`src/rtl/count_source_pkg.sv`:
```
// count_source_pkg
// Shared definitions for the two-digit BCD count source: digit limit,
// controller state encoding and the default prescaler settings.
package count_source_pkg;

  localparam logic [3:0] BCD_MAX            = 4'd9;
  localparam int         PRESCALE_DEFAULT   = 50000;
  localparam int         PRESCALE_W_DEFAULT = 20;

  typedef enum logic [1:0] {
    IDLE  = 2'b00,
    RUN   = 2'b01,
    PAUSE = 2'b10
  } state_t;

endpackage

```
`src/rtl/count_source_bcd_digit.sv`:
```
// bcd_digit
// One BCD digit (0..9) that steps up or down when enabled and wraps at
// the ends, reporting the wrap as carry (up) or borrow (down).
// Ports:
//   clk   - system clock
//   rst   - synchronous reset, active low
//   en    - step this digit in the current cycle
//   up    - direction of the step: 1 up, 0 down
//   clr   - synchronous clear to 0, wins over en
//   digit - current digit value
//   carry - this step wraps the digit (9->0 up, 0->9 down)
module bcd_digit
  import count_source_pkg::*;
(
  input  logic       clk,
  input  logic       rst,
  input  logic       en,
  input  logic       up,
  input  logic       clr,
  output logic [3:0] digit,
  output logic       carry
);

  always_ff @(posedge clk) begin
    if (!rst) begin
      digit <= 4'd0;
    end else if (clr) begin
      digit <= 4'd0;
    end else if (en) begin
      // Out-of-range codes fold back into 0..9 on the next step.
      if (up) digit <= (digit >= BCD_MAX) ? 4'd0 : digit + 4'd1;
      else    digit <= (digit == 4'd0 || digit > BCD_MAX) ? BCD_MAX : digit - 4'd1;
    end
  end

  assign carry = en & ~clr & (up ? (digit == BCD_MAX) : (digit == 4'd0));

endmodule

```
`src/rtl/count_source.sv`:
```
// count_source
// Two-digit BCD up/down counter advanced by a free-running prescaler.
// The prescaler only runs in RUN; each terminal count produces Tick and
// steps the digits one cycle later. Update pulses one cycle after the
// displayed digits change.
// Optional macro COUNT_SOURCE_HOLD_EN adds input Hold, which freezes the
// displayed digits while the internal count keeps going.
// Ports:
//   clk      - system clock, rising edge
//   rst      - synchronous reset, active low
//   Enable   - counting permitted while high
//   Up_Down  - direction: 1 up, 0 down (sampled at Tick)
//   Clear    - synchronous clear of both digits and the prescaler
//   Hold     - (COUNT_SOURCE_HOLD_EN only) freeze displayed digits
//   Count_F  - BCD units digit
//   Count_CT - BCD tens digit
//   Tick     - one-cycle pulse at prescaler terminal count in RUN
//   Update   - one-cycle pulse in the cycle after the digits change
//
// state | meaning
// IDLE  | after reset, digits and prescaler at 0, waiting for Enable
// RUN   | prescaler counting, digits step on each Tick
// PAUSE | Enable low, prescaler and digits hold their values
module count_source
  import count_source_pkg::*;
#(
  parameter int PRESCALE   = PRESCALE_DEFAULT,
  parameter int PRESCALE_W = PRESCALE_W_DEFAULT
) (
  input  logic       clk,
  input  logic       rst,
  input  logic       Enable,
  input  logic       Up_Down,
  input  logic       Clear,
`ifdef COUNT_SOURCE_HOLD_EN
  input  logic       Hold,
`endif
  output logic [3:0] Count_F,
  output logic [3:0] Count_CT,
  output logic       Tick,
  output logic       Update
);

  localparam logic [PRESCALE_W-1:0] PRE_TC = PRESCALE_W'(PRESCALE - 1);

  state_t                state;
  state_t                state_nxt;
  logic [PRESCALE_W-1:0] pre_cnt;
  logic                  advance;
  logic                  pre_tc;
  logic [3:0]            units;
  logic [3:0]            tens;
  logic                  units_carry;
  logic                  tens_carry_unused;
  logic [3:0]            prev_f;
  logic [3:0]            prev_ct;

  always_ff @(posedge clk) begin
    if (!rst) state <= IDLE;
    else      state <= state_nxt;
  end

  // Clear freezes the state as well as zeroing the count.
  always_comb begin
    state_nxt = state;
    case (state)
      IDLE:    if (Enable && !Clear)  state_nxt = RUN;
      RUN:     if (!Enable && !Clear) state_nxt = PAUSE;
      PAUSE:   if (Enable && !Clear)  state_nxt = RUN;
      default: state_nxt = IDLE;
    endcase
  end

  always_comb begin
    advance = (state == RUN) && Enable && !Clear;
    pre_tc  = (pre_cnt == PRE_TC);
    Tick    = advance && pre_tc && rst;
  end

  always_ff @(posedge clk) begin
    if (!rst || Clear) begin
      pre_cnt <= '0;
    end else if (advance) begin
      pre_cnt <= pre_tc ? '0 : pre_cnt + PRESCALE_W'(1);
    end
  end

  bcd_digit u_units (
    .clk   (clk),
    .rst   (rst),
    .en    (Tick),
    .up    (Up_Down),
    .clr   (Clear),
    .digit (units),
    .carry (units_carry)
  );

  bcd_digit u_tens (
    .clk   (clk),
    .rst   (rst),
    .en    (units_carry),
    .up    (Up_Down),
    .clr   (Clear),
    .digit (tens),
    .carry (tens_carry_unused)
  );

`ifdef COUNT_SOURCE_HOLD_EN
  logic       hold_q;
  logic [3:0] frz_f;
  logic [3:0] frz_ct;

  // The snapshot tracks the live digits until Hold is registered, so the
  // display freezes on the value shown when Hold was raised and picks up
  // the live value one cycle after Hold falls.
  always_ff @(posedge clk) begin
    if (!rst) begin
      hold_q <= 1'b0;
      frz_f  <= 4'd0;
      frz_ct <= 4'd0;
    end else begin
      hold_q <= Hold;
      if (!hold_q) begin
        frz_f  <= units;
        frz_ct <= tens;
      end
    end
  end

  assign Count_F  = hold_q ? frz_f  : units;
  assign Count_CT = hold_q ? frz_ct : tens;
`else
  assign Count_F  = units;
  assign Count_CT = tens;
`endif

  // Comparing against last cycle's display places Update one cycle after
  // the visible change, and a clear of already-zero digits stays silent.
  always_ff @(posedge clk) begin
    if (!rst) begin
      prev_f  <= 4'd0;
      prev_ct <= 4'd0;
      Update  <= 1'b0;
    end else begin
      prev_f  <= Count_F;
      prev_ct <= Count_CT;
      Update  <= (Count_F != prev_f) || (Count_CT != prev_ct);
    end
  end

endmodule
```
`config.mk`:
```
export PLATFORM = sky130hd
export DESIGN_NAME = count_source
export DESIGN_NICKNAME = d
export VERILOG_FILES = /design/src/rtl/count_source_pkg.sv /design/src/rtl/count_source_bcd_digit.sv /design/src/rtl/count_source.sv
export SDC_FILE = /design/constraint.sdc
export NUM_CORES = 1
export LEC_CHECK = 0
export ABC_AREA = 1
export CAP_MARGIN = 20
export CORE_MARGIN = 1
export CORE_UTILIZATION = 51
export CTS_CLUSTER_DIAMETER = 200
export DETAILED_ROUTE_END_ITERATION = 10
export GPL_TIMING_DRIVEN = 0
export PLACE_DENSITY = 0.78
export SLEW_MARGIN = 10
export SYNTH_ARGS = -nofsm -noshare
export SYNTH_HDL_FRONTEND = slang
export SYNTH_HIERARCHICAL = 1
export SYNTH_SLANG_ARGS = --single-unit
export TNS_END_PERCENT = 1
```
`constraint.sdc`:
```
create_clock -name clk -period 2.4 [get_ports clk]
set_input_delay 0.48 -clock clk [delete_from_list [all_inputs] [get_ports clk]]
set_output_delay 0.48 -clock clk [all_outputs]
set_load 0.1 [all_outputs]
```
==> results by group, run 1 <==
Status
  • Status: finished, final reports clean

Die
  • Core Rows: 25
  • DIE HEIGHT: just over 70 um
  • Chip Width: between 70 and 80 um
  • Core area: about 4800 um2
  • Die ar.: 5282 um2
  • Initial Utilization: 53.58%
  • # IOs: 15

Timing
  • Final hold violations: 0
  • RSZ-0062 raised after global routing: no
  • Slew Limit Headroom: 35.42%
  • Slew Viols, Final: 0
  • Setup Viol. Count Final: 0
  • Worst-Margin Slew: 0.9657 ns
  • Max Freq: 427.3 MHz
  • Period Utilization, post-route: 97.50%
  • Final worst slack: 0.05990 ns
  • Setup Skew: around 0.0044 ns
  • Min Tclk post-route: 2.340 ns

Critical path
  • Crit path buf inv count: 1
  • Critical Path Fanout Max: 4
  • Levels on crit path: 1
  • Worst Path Required: 1.92 ns
  • RR Endpoint: u_tens/digit[0]$_SDFFE_PP0P_
  • Slowest-stage cell, CP: clkdlybuf4s50_1
  • CP delay by family, top: buffers and inverters
  • FF-to-FF path depth: 15
  • WP data arrival: 1.86 ns
  • WS Path Type: reg -> out
  • R2R Path Start: pre_cnt[1]$_SDFFE_PP0P_
  • Worst Setup Start Kind: flip-flop
  • CP endpoint kind: output pin
  • Crit-path max cell delay: 1.16 ns
  • Critical path, cell by cell: clkdlybuf4s50_1
  • Reg2Reg Setup Slack: 0.36 ns

Final layout
  • Final #Nets: 411
  • Final Cell Area: 2893 um2
  • Area growth, synth to finish: 13.56%
  • ANT cells: 0
  • Layout cells sized above 1: 14.50%
  • Final Util: 60.84%

Clocking
  • Clk buf depth: 2
  • CTS H-tree lvls: 2
  • Post-CTS setup buffers: 0
  • Clock-pin slew of the registers on the worst-case setup and hold paths: roughly 0.080 ns
  • Clock Sinks: 39
  • Clk root buf: clkbuf_8
  • CTS buffer count: 5
  • CTS tree: done
  • Clk_lat worst skew: 0.30 ns

Worst hold path
  • WHS Path Cells: 2
  • Hold EP: state[1]$_SDFFE_PN0P_
  • Type of the worst min-delay path: reg -> reg
  • Hold Path Origin: state[1]$_SDFFE_PN0P_

Job
  • Max-cap violations: 0

Global route
  • Total grt overflow: 0
  • First-pass GRT wire length: 8.832 mm
  • Initial antenna violation count: 0
  • Vias in the first global route: 2115
  • Pin count of the biggest net entering global routing: 15
  • Total Routing Usage GR: 21.02%

Route
  • # DRC: 0
  • Routed vias/inst: 4.910
  • WL per Instance: roughly 10 um
  • DRT iter0 DRCs: 114
  • Via count: roughly 2300
  • DR pass1 iterations: 4
  • Post-Route WL: around 4.8 mm
  • Final antenna-violating net count: 0

Yosys
  • Yosys warning count: 6
  • Post-synth net total: 390
  • Synth Instances: 378
  • Synth Cell Area: 2547 um2
  • Avg Cell Area, Syn: 6.739 um2

Pwr
  • Cell Pwr Density: 398.4 nW/um2
  • Max VDD drop: 0.1948 mV
  • Leakage: 1.363 nW

Placed design
  • GP Congestion: around 0.85
  • DP Worst Slack: -1.015 ns
  • Placed Area: approximately 2800 um2
  • Port Buffers: 14
  • Final HPWL from detailed placement: 3.722 mm
## through the flow
stage	TNS, ns	total power, W	instances	hold slack (ns)
CTS	0	0.001167	467	0.4891
floorplan	0	0.0007011	378	0.4518
finish	0	0.001152	467	0.4857
global placement	-1.773	0.0007201	459	0.4723
detailed placement	-1.956	0.0007213	459	0.4777
global route	0	0.001208	467	0.5271
## state kept, by name (all words and copies together) (netlist names)
| register | flops |
|---|---|
| Update | 1 |
| pre_cnt | 20 |
| prev_ct | 4 |
| prev_f | 4 |
| state | 2 |
| u_tens/digit | 4 |
| u_units/digit | 4 |
## metal layers
metal  share of wire (%)  global-route usage [%]  vias to the layer above
met2                  49                   37.28                       40
met3                 3.8                   4.144                        6
met5                   0                       0                        -
met4                 1.5                   6.972                        0
li1                    -                       -                     1212
met1                  46                   25.36                     1035
## power breakdown
group	internal [W]	switching (W)	leakage [nW]
Sequential	0.000648	0.00000193	0.315
Clock	0.000207	0.000241	0.0443
Combinational	0.0000173	0.0000368	1.00
## worst max path at each step
stage,start,to,slack [ns]
final,u_tens/digit[2]$_SDFFE_PP0P_,Count_CT[2],0.06
after CTS,u_tens/digit[3]$_SDFFE_PP0P_,Count_CT[3],0.01
after floorplan,Enable,u_tens/digit[0]$_SDFFE_PP0P_,0.002
after global placement,Clear,Tick,-0.98
after detailed placement,Clear,Tick,-1.02
after global routing,u_tens/digit[2]$_SDFFE_PP0P_,Count_CT[2],0.01
## cell usage in the layout, fill, tap and decap left out, drive strengths merged, types with 2 or more instances in the layout
cell type	n
o21ai	8
nor2	74
clkdlybuf4s50	4
a211oi	2
a31oi	2
dfxtp	39
nand4	9
ha	7
buf	8
inv	63
clkinv	2
xor2	8
nand3	34
a21oi	9
nand2	100
dlygate4sd2	6
nor3	4
dlymetal6s2s	3
clkbuf	5
xnor2	8
## final cells by class
type	instances	area [um2]
fillers	470	1862
flip-flops and latches	39	782.0
well taps	67	83.83
plain buffers	7	68.82
inverters	63	246.5
clock buffers	5	68.82
multi-input cells	269	1468
clock inverters	3	25.02
repair buffers	14	150.1
## worst reg2reg max path: cells and delay by family, from the launching register on
family | cells | cell delay [ns]
buffers and inverters | 5 | 0.50
AO/OA/AOI/OAI | 2 | 0.23
AND/OR/NAND/NOR | 7 | 0.71
adder cells (fa/ha/maj) | 1 | 0.19
flip-flops | 1 | 0.37
## what timing repair did
item,in CTS,in global routing
hold buffers,0,0
setup endpoints to repair,5,3
hold endpoints to repair,0,0
pin swaps,1,0
resized for setup,15,3
Power figures use the tool's default switching activity.
==> run 2, diff against run 1 <==
PLACE_DENSITY = 0.75   (was 0.78)
==> run 2 against run 1 <==
Design area is 0.82% higher. Critical path depth unchanged. Non-clock buffer count did not move. Clock power grew 21%. Sequential cell count unchanged. Final cell count is the same. Die area did not move. Hold slack better by 0.0051 ns. Clock skew rose by 0.0018 ns. Sequential power about the same. Combinational power is 2% higher. Clock-buffer cell count stayed put. Critical endpoint unchanged. Largest power group unchanged. Highest routed layer unchanged.
==> results by group, run 2 (synthesis results as in run 1) <==
Timing
  • Worst-Margin Slew: 0.9664 ns
  • RSZ-0062 raised after global routing: no
  • Slew Viols, Final: 0
  • Setup Viol. Count Final: 0
  • Final worst slack: 0.07048 ns
  • Setup Skew: roughly 0.0062 ns
  • Min Tclk post-route: 2.330 ns
  • Period Utilization, post-route: 97.06%
  • Slew Limit Headroom: 35.37%
  • Final hold violations: 0
  • Max Freq: 429.3 MHz

Global route
  • Total Routing Usage GR: between 20% and 30%
  • Initial antenna violation count: 0
  • Total grt overflow: 0
  • Vias in the first global route: 2198
  • First-pass GRT wire length: 9.052 mm
  • Pin count of the biggest net entering global routing: 14

Route
  • DRT iter0 DRCs: 106
  • Via count: 2284
  • # DRC: 0
  • Final antenna-violating net count: 0
  • WL per Instance: 10.65 um
  • Post-Route WL: 4.972 mm
  • DR pass1 iterations: 4
  • Routed vias/inst: 4.891

Die
  • # IOs: 15
  • Chip Width: 72.68 um
  • DIE HEIGHT: 72.68 um
  • Die ar.: 5282 um2
  • Initial Utilization: 53.58%
  • Core Rows: 25
  • Core area: roughly 4800 um2

Pwr
  • Leakage: 1.390 nW
  • Max VDD drop: 0.2266 mV
  • Cell Pwr Density: 428.0 nW/um2
  • Total Power: 0.001248 W

Clocking
  • Clock-pin slew of the registers on the worst-case setup and hold paths: about 0.070 ns
  • CTS buffer count: 5
  • CTS H-tree lvls: 2
  • Clk buf depth: 2
  • Post-CTS setup buffers: 0
  • Clock Sinks: 39
  • CTS tree: done
  • Clk_lat worst skew: 0.30 ns
  • Clk root buf: clkbuf_8

Critical path
  • Crit-path max cell delay: 1.16 ns
  • CP endpoint kind: output pin
  • CP delay by family, top: buffers and inverters
  • Critical Path Fanout Max: 4
  • Worst Path Required: 1.92 ns
  • Slowest-stage cell, CP: clkdlybuf4s50_1
  • Worst Setup Start Kind: flip-flop
  • FF-to-FF path depth: 15
  • WS Path Type: reg -> out
  • Critical path, cell by cell: clkdlybuf4s50_1
  • WP data arrival: 1.85 ns
  • Levels on crit path: 1
  • Crit path buf inv count: 1

Final layout
  • ANT cells: 0
  • Area growth, synth to finish: 14.49%
  • Commonest non-fill, non-tap cell in the layout: nand2_1
  • Max reg flops: 20
  • Layout cells sized above 1: between 10 and 15%
  • Most frequent cells in the layout: 92 x nand2_1, 56 x nor2_1, 54 x inv_1
  • Final #Nets: 411
  • Reg with most FFs: pre_cnt

Worst hold path
  • WHS Path Cells: 2
  • Type of the worst min-delay path: reg -> reg

Placed design
  • Final HPWL from detailed placement: around 3.8 mm
  • GP Congestion: 0.8217
  • Port Buffers: 14
  • DP Worst Slack: -0.9943 ns

Job
  • Max-cap violations: 0

Status
  • Status: finished, final reports clean
[run 2: what timing repair did]
item,CTS,global route
gates resized for setup,11,7
endpoints found under the setup margin,5,8
hold buffers,0,0
[run 2: path summary, 6_finish.rpt]
check,start,end,slack [ns]
setup reg to reg,pre_cnt[1]$_SDFFE_PP0P_,u_tens/digit[0]$_SDFFE_PP0P_,0.38
hold / removal,u_tens/digit[2]$_SDFFE_PP0P_,prev_ct[2]$_SDFF_PN0_,0.49
hold reg to reg,u_tens/digit[2]$_SDFFE_PP0P_,prev_ct[2]$_SDFF_PN0_,0.49
setup / recovery,u_tens/digit[2]$_SDFFE_PP0P_,Count_CT[2],0.07
[run 2: metal layers]
layer	up-vias	global-route usage, %	wire length, um
li1	1205	-	-
met1	1036	24.32	2222
met2	35	39.77	2497
met3	8	3.867	156
met4	0	9.804	96
met5	-	0	0
[run 2: final cells by class]
cell class	count	area, um2
clock inverters	3	43.79
flip-flops and latches	39	782.0
plain buffers	7	71.32
multi-input cells	269	1468
repair buffers	14	152.6
clock buffers	5	68.82
well taps	67	83.83
fillers	461	1838
inverters	63	246.5
[run 2: report_power, final]
part / internal (W) / leakage [nW] / switching [W]
clock: 0.000309 / 0.0581 / 0.000234
sequential: 0.000648 / 0.315 / 0.00000196
combinational: 0.0000182 / 1.02 / 0.0000369
[run 2: through the flow]
step	util [%]	std cells	TNS [ns]	instance area (um2)	hold WS, ns
after global placement	58.66	459	-1.791	2789	0.4727
after detailed placement	58.66	459	-1.888	2789	0.4836
after CTS	60.95	467	-0.1037	2898	0.4961
after floorplan	-	378	0	2565	0.4518
final	61.34	467	0	2917	0.4907
after global routing	61.34	467	0	2917	0.5407
==> run 3, diff against run 2 <==
CAP_MARGIN = 40   (was 20)
PLACE_DENSITY = 0.78   (was 0.75)
clock period = 1.9 ns   (was 2.4 ns; I/O delays follow)
==> run 3 against run 2 <==
First-iteration DRC count fell by 10%. Via count up 0.66%. Non-clock buffer count is 12 higher. Power rose by 14%. Wire length rose by 0.58%. Critical path depth is 8 higher. Clock skew is 0.0026 ns lower. Sequential share of layout area shrank 1.2 points. Core utilization up 4.6 points. The run now ends with setup timing left. Hold slack got worse by 0.018 ns.
==> results by group, run 3 (synthesis results as in run 1) <==
Timing
  • Worst-Margin Slew: 0.3040 ns
  • Setup Skew: 0.003630 ns
  • RSZ-0062 raised after global routing: yes
  • Slew Limit Headroom: roughly four fifths
  • Min Tclk post-route: slightly below 2 ns
  • Final hold violations: 0
  • Final worst slack: -0.07823 ns
  • Slew Viols, Final: 0
  • Period Utilization, post-route: 104.1%
  • Setup Viol. Count Final: 2
  • Max Freq: 505.5 MHz

Pwr
  • Leakage: 1.393 nW
  • Max VDD drop: 0.2132 mV
  • Cell Pwr Density: about 460 nW/um2

Status
  • Status: complete, but fails checks
  • Failing checks: setup timing

Global route
  • Initial antenna violation count: 0
  • First-pass GRT wire length: 8.756 mm
  • Pin count of the biggest net entering global routing: 13
  • Total grt overflow: 0
  • Vias in the first global route: 2128
  • Total Routing Usage GR: 21.14%

Critical path
  • WS Path Type: reg -> out
  • Worst setup startpoint: pre_cnt[0]$_SDFFE_PP0P_
  • FF-to-FF path depth: 15
  • Slowest-stage cell, CP: dfxtp_4
  • CP Capture Point: Tick
  • R2R Path Start: pre_cnt[0]$_SDFFE_PP0P_
  • CP endpoint kind: output pin
  • Crit-path max cell delay: about 0.37 ns
  • WP data arrival: 1.60 ns
  • Critical path, cell by cell: ha_4 > nand2_4 > inv_2 > nand2_2 > nor2_4 > nand3_4 > nor2_4 > buf_6 > buf_12
  • Critical Path Fanout Max: 3
  • Crit path buf inv count: 3
  • CP delay by family, top: simple AND/OR/NAND/NOR gates
  • Reg2Reg Setup Slack: -0.05 ns
  • Worst Setup Start Kind: flip-flop
  • Levels on crit path: 9
  • CP dominant cell by count: nor2_4
  • Worst Path Required: 1.52 ns
  • RR Endpoint: u_tens/digit[0]$_SDFFE_PP0P_

Die
  • Core Rows: 25
  • Core area: 4755 um2
  • Chip Width: 72.68 um
  • Die ar.: 5282 um2
  • Initial Utilization: 53.58%
  • DIE HEIGHT: 72.68 um
  • # IOs: 15

Final layout
  • ANT cells: 0
  • Max reg flops: 20
  • Commonest non-fill, non-tap cell in the layout: nand2_1
  • Layout cells sized above 1: 22.09%
  • Final Cell Area: around 3100 um2
  • Reg with most FFs: pre_cnt
  • Final std cells w/o fill: 479
  • Most frequent cells in the layout: 90 x nand2_1, 54 x nor2_1, 51 x inv_1
  • Area growth, synth to finish: 23.13%
  • Final #Nets: 423
  • Fill count: 452

Route
  • # DRC: 0
  • Final antenna-violating net count: 0
  • DRT iter0 DRCs: 95
  • DR pass1 iterations: 4
  • WL per Instance: approximately 10 um
  • Routed vias/inst: around 4.8
  • Via count: between 2000 and 2500
  • Post-Route WL: 5.001 mm

Worst hold path
  • Type of the worst min-delay path: reg -> reg

Clocking
  • CTS H-tree lvls: 2
  • Clk root buf: clkbuf_8
  • Clk_lat worst skew: between 0.2 and 0.3 ns
  • Hold_buf cts: 0
  • Clock Sinks: 39
  • Clock-pin slew of the registers on the worst-case setup and hold paths: 0.07 ns
  • CTS tree: done
  • Clk buf depth: 2
  • CTS buffer count: 5

Placed design
  • Final HPWL from detailed placement: 3.805 mm
  • Cells after DPL: 469
  • DP Worst Slack: -0.8772 ns
  • GP Congestion: 0.8665
  • Placed Area: 2957 um2
  • Port Buffers: 14

Job
  • Max-cap violations: 0
## run 3: cell types whose count changed in the layout (fill, tap and decap cells not counted), moves of 3 or more
| cell | change |
|---|---|
| dfxtp_1 | -11 |
| dfxtp_2 | +8 |
| buf_6 | +3 |
| inv_1 | -3 |
| buf_8 | +8 |
| dlymetal6s2s_1 | -5 |
| clkdlybuf4s50_1 | +6 |
| dfxtp_4 | +3 |
## run 3: area by class of cell
cell class	instances	area (um2)	area share (%)
multi-input cells	269	1529	48.74
flip-flops and latches	39	803.3	25.61
repair buffers	27	319.1	10.17
inverters	63	249.0	7.938
well taps	67	83.83	2.673
clock buffers	6	72.57	2.314
plain buffers	6	67.56	2.154
clock inverters	2	12.51	0.3989
## run 3: power by group
group,leakage (nW),switching (W),internal [W]
combinational,1.03,0.0000481,0.0000227
clock,0.0412,0.000283,0.000256
sequential,0.321,0.00000260,0.000815
total,1.39,0.000334,0.00109
## run 3: timing repair
| item | 4_1_cts | 5_1_grt |
|---|---|---|
| pin swaps | 1 | 6 |
| setup endpoints to repair | 8 | 9 |
| gates cloned | 0 | 1 |
| gates resized for setup | 24 | 15 |
| setup buffers | 2 | 0 |
## run 3: how the worst min path moves through the flow
stage,start,to,slack (ns),cells past startpoint
finish,u_units/digit[3]$_SDFFE_PP0P_,prev_f[3]$_SDFF_PN0_,0.47,2
global route,u_units/digit[3]$_SDFFE_PP0P_,prev_f[3]$_SDFF_PN0_,0.50,2
CTS,u_units/digit[3]$_SDFFE_PP0P_,prev_f[3]$_SDFF_PN0_,0.50,2
detailed placement,u_units/digit[3]$_SDFFE_PP0P_,prev_f[3]$_SDFF_PN0_,0.49,2
global placement,u_units/digit[3]$_SDFFE_PP0P_,prev_f[3]$_SDFF_PN0_,0.48,2
floorplan,state[1]$_SDFFE_PN0P_,state[1]$_SDFFE_PN0P_,0.46,2
## run 3: worst reg2reg max path: stages (launching register included)
cell     delay [ns]
dfxtp_4        0.37
ha_4           0.15
nand2_4        0.05
inv_2          0.05
nand2_2        0.05
nor2_4         0.12
nand3_4        0.10
nor2_4         0.14
buf_6          0.15
inv_4          0.04
nor3_4         0.20
buf_6          0.14
o21ai_2        0.05
a31oi_1        0.13
nand2_1        0.09
inv_1          0.07
## run 3: metrics by stage
stage	util [%]	hold WS (ns)	power [W]	TNS, ns
finish	65.97	0.4727	0.001428	-0.1301
global route	65.97	0.5035	0.001491	-0.5319
CTS	65.13	0.4976	0.001444	-0.07348
global placement	59.03	0.4789	0.0009103	-6.204
floorplan	-	0.4639	0.0008863	-1.206
detailed placement	62.18	0.4870	0.0009113	-5.061
## run 3: layer usage
layer	wire, um	GRT usage [%]
met1	2260	24.53
met2	2444	37.28
met3	183	4.834
met4	112	8.932
met5	0	0
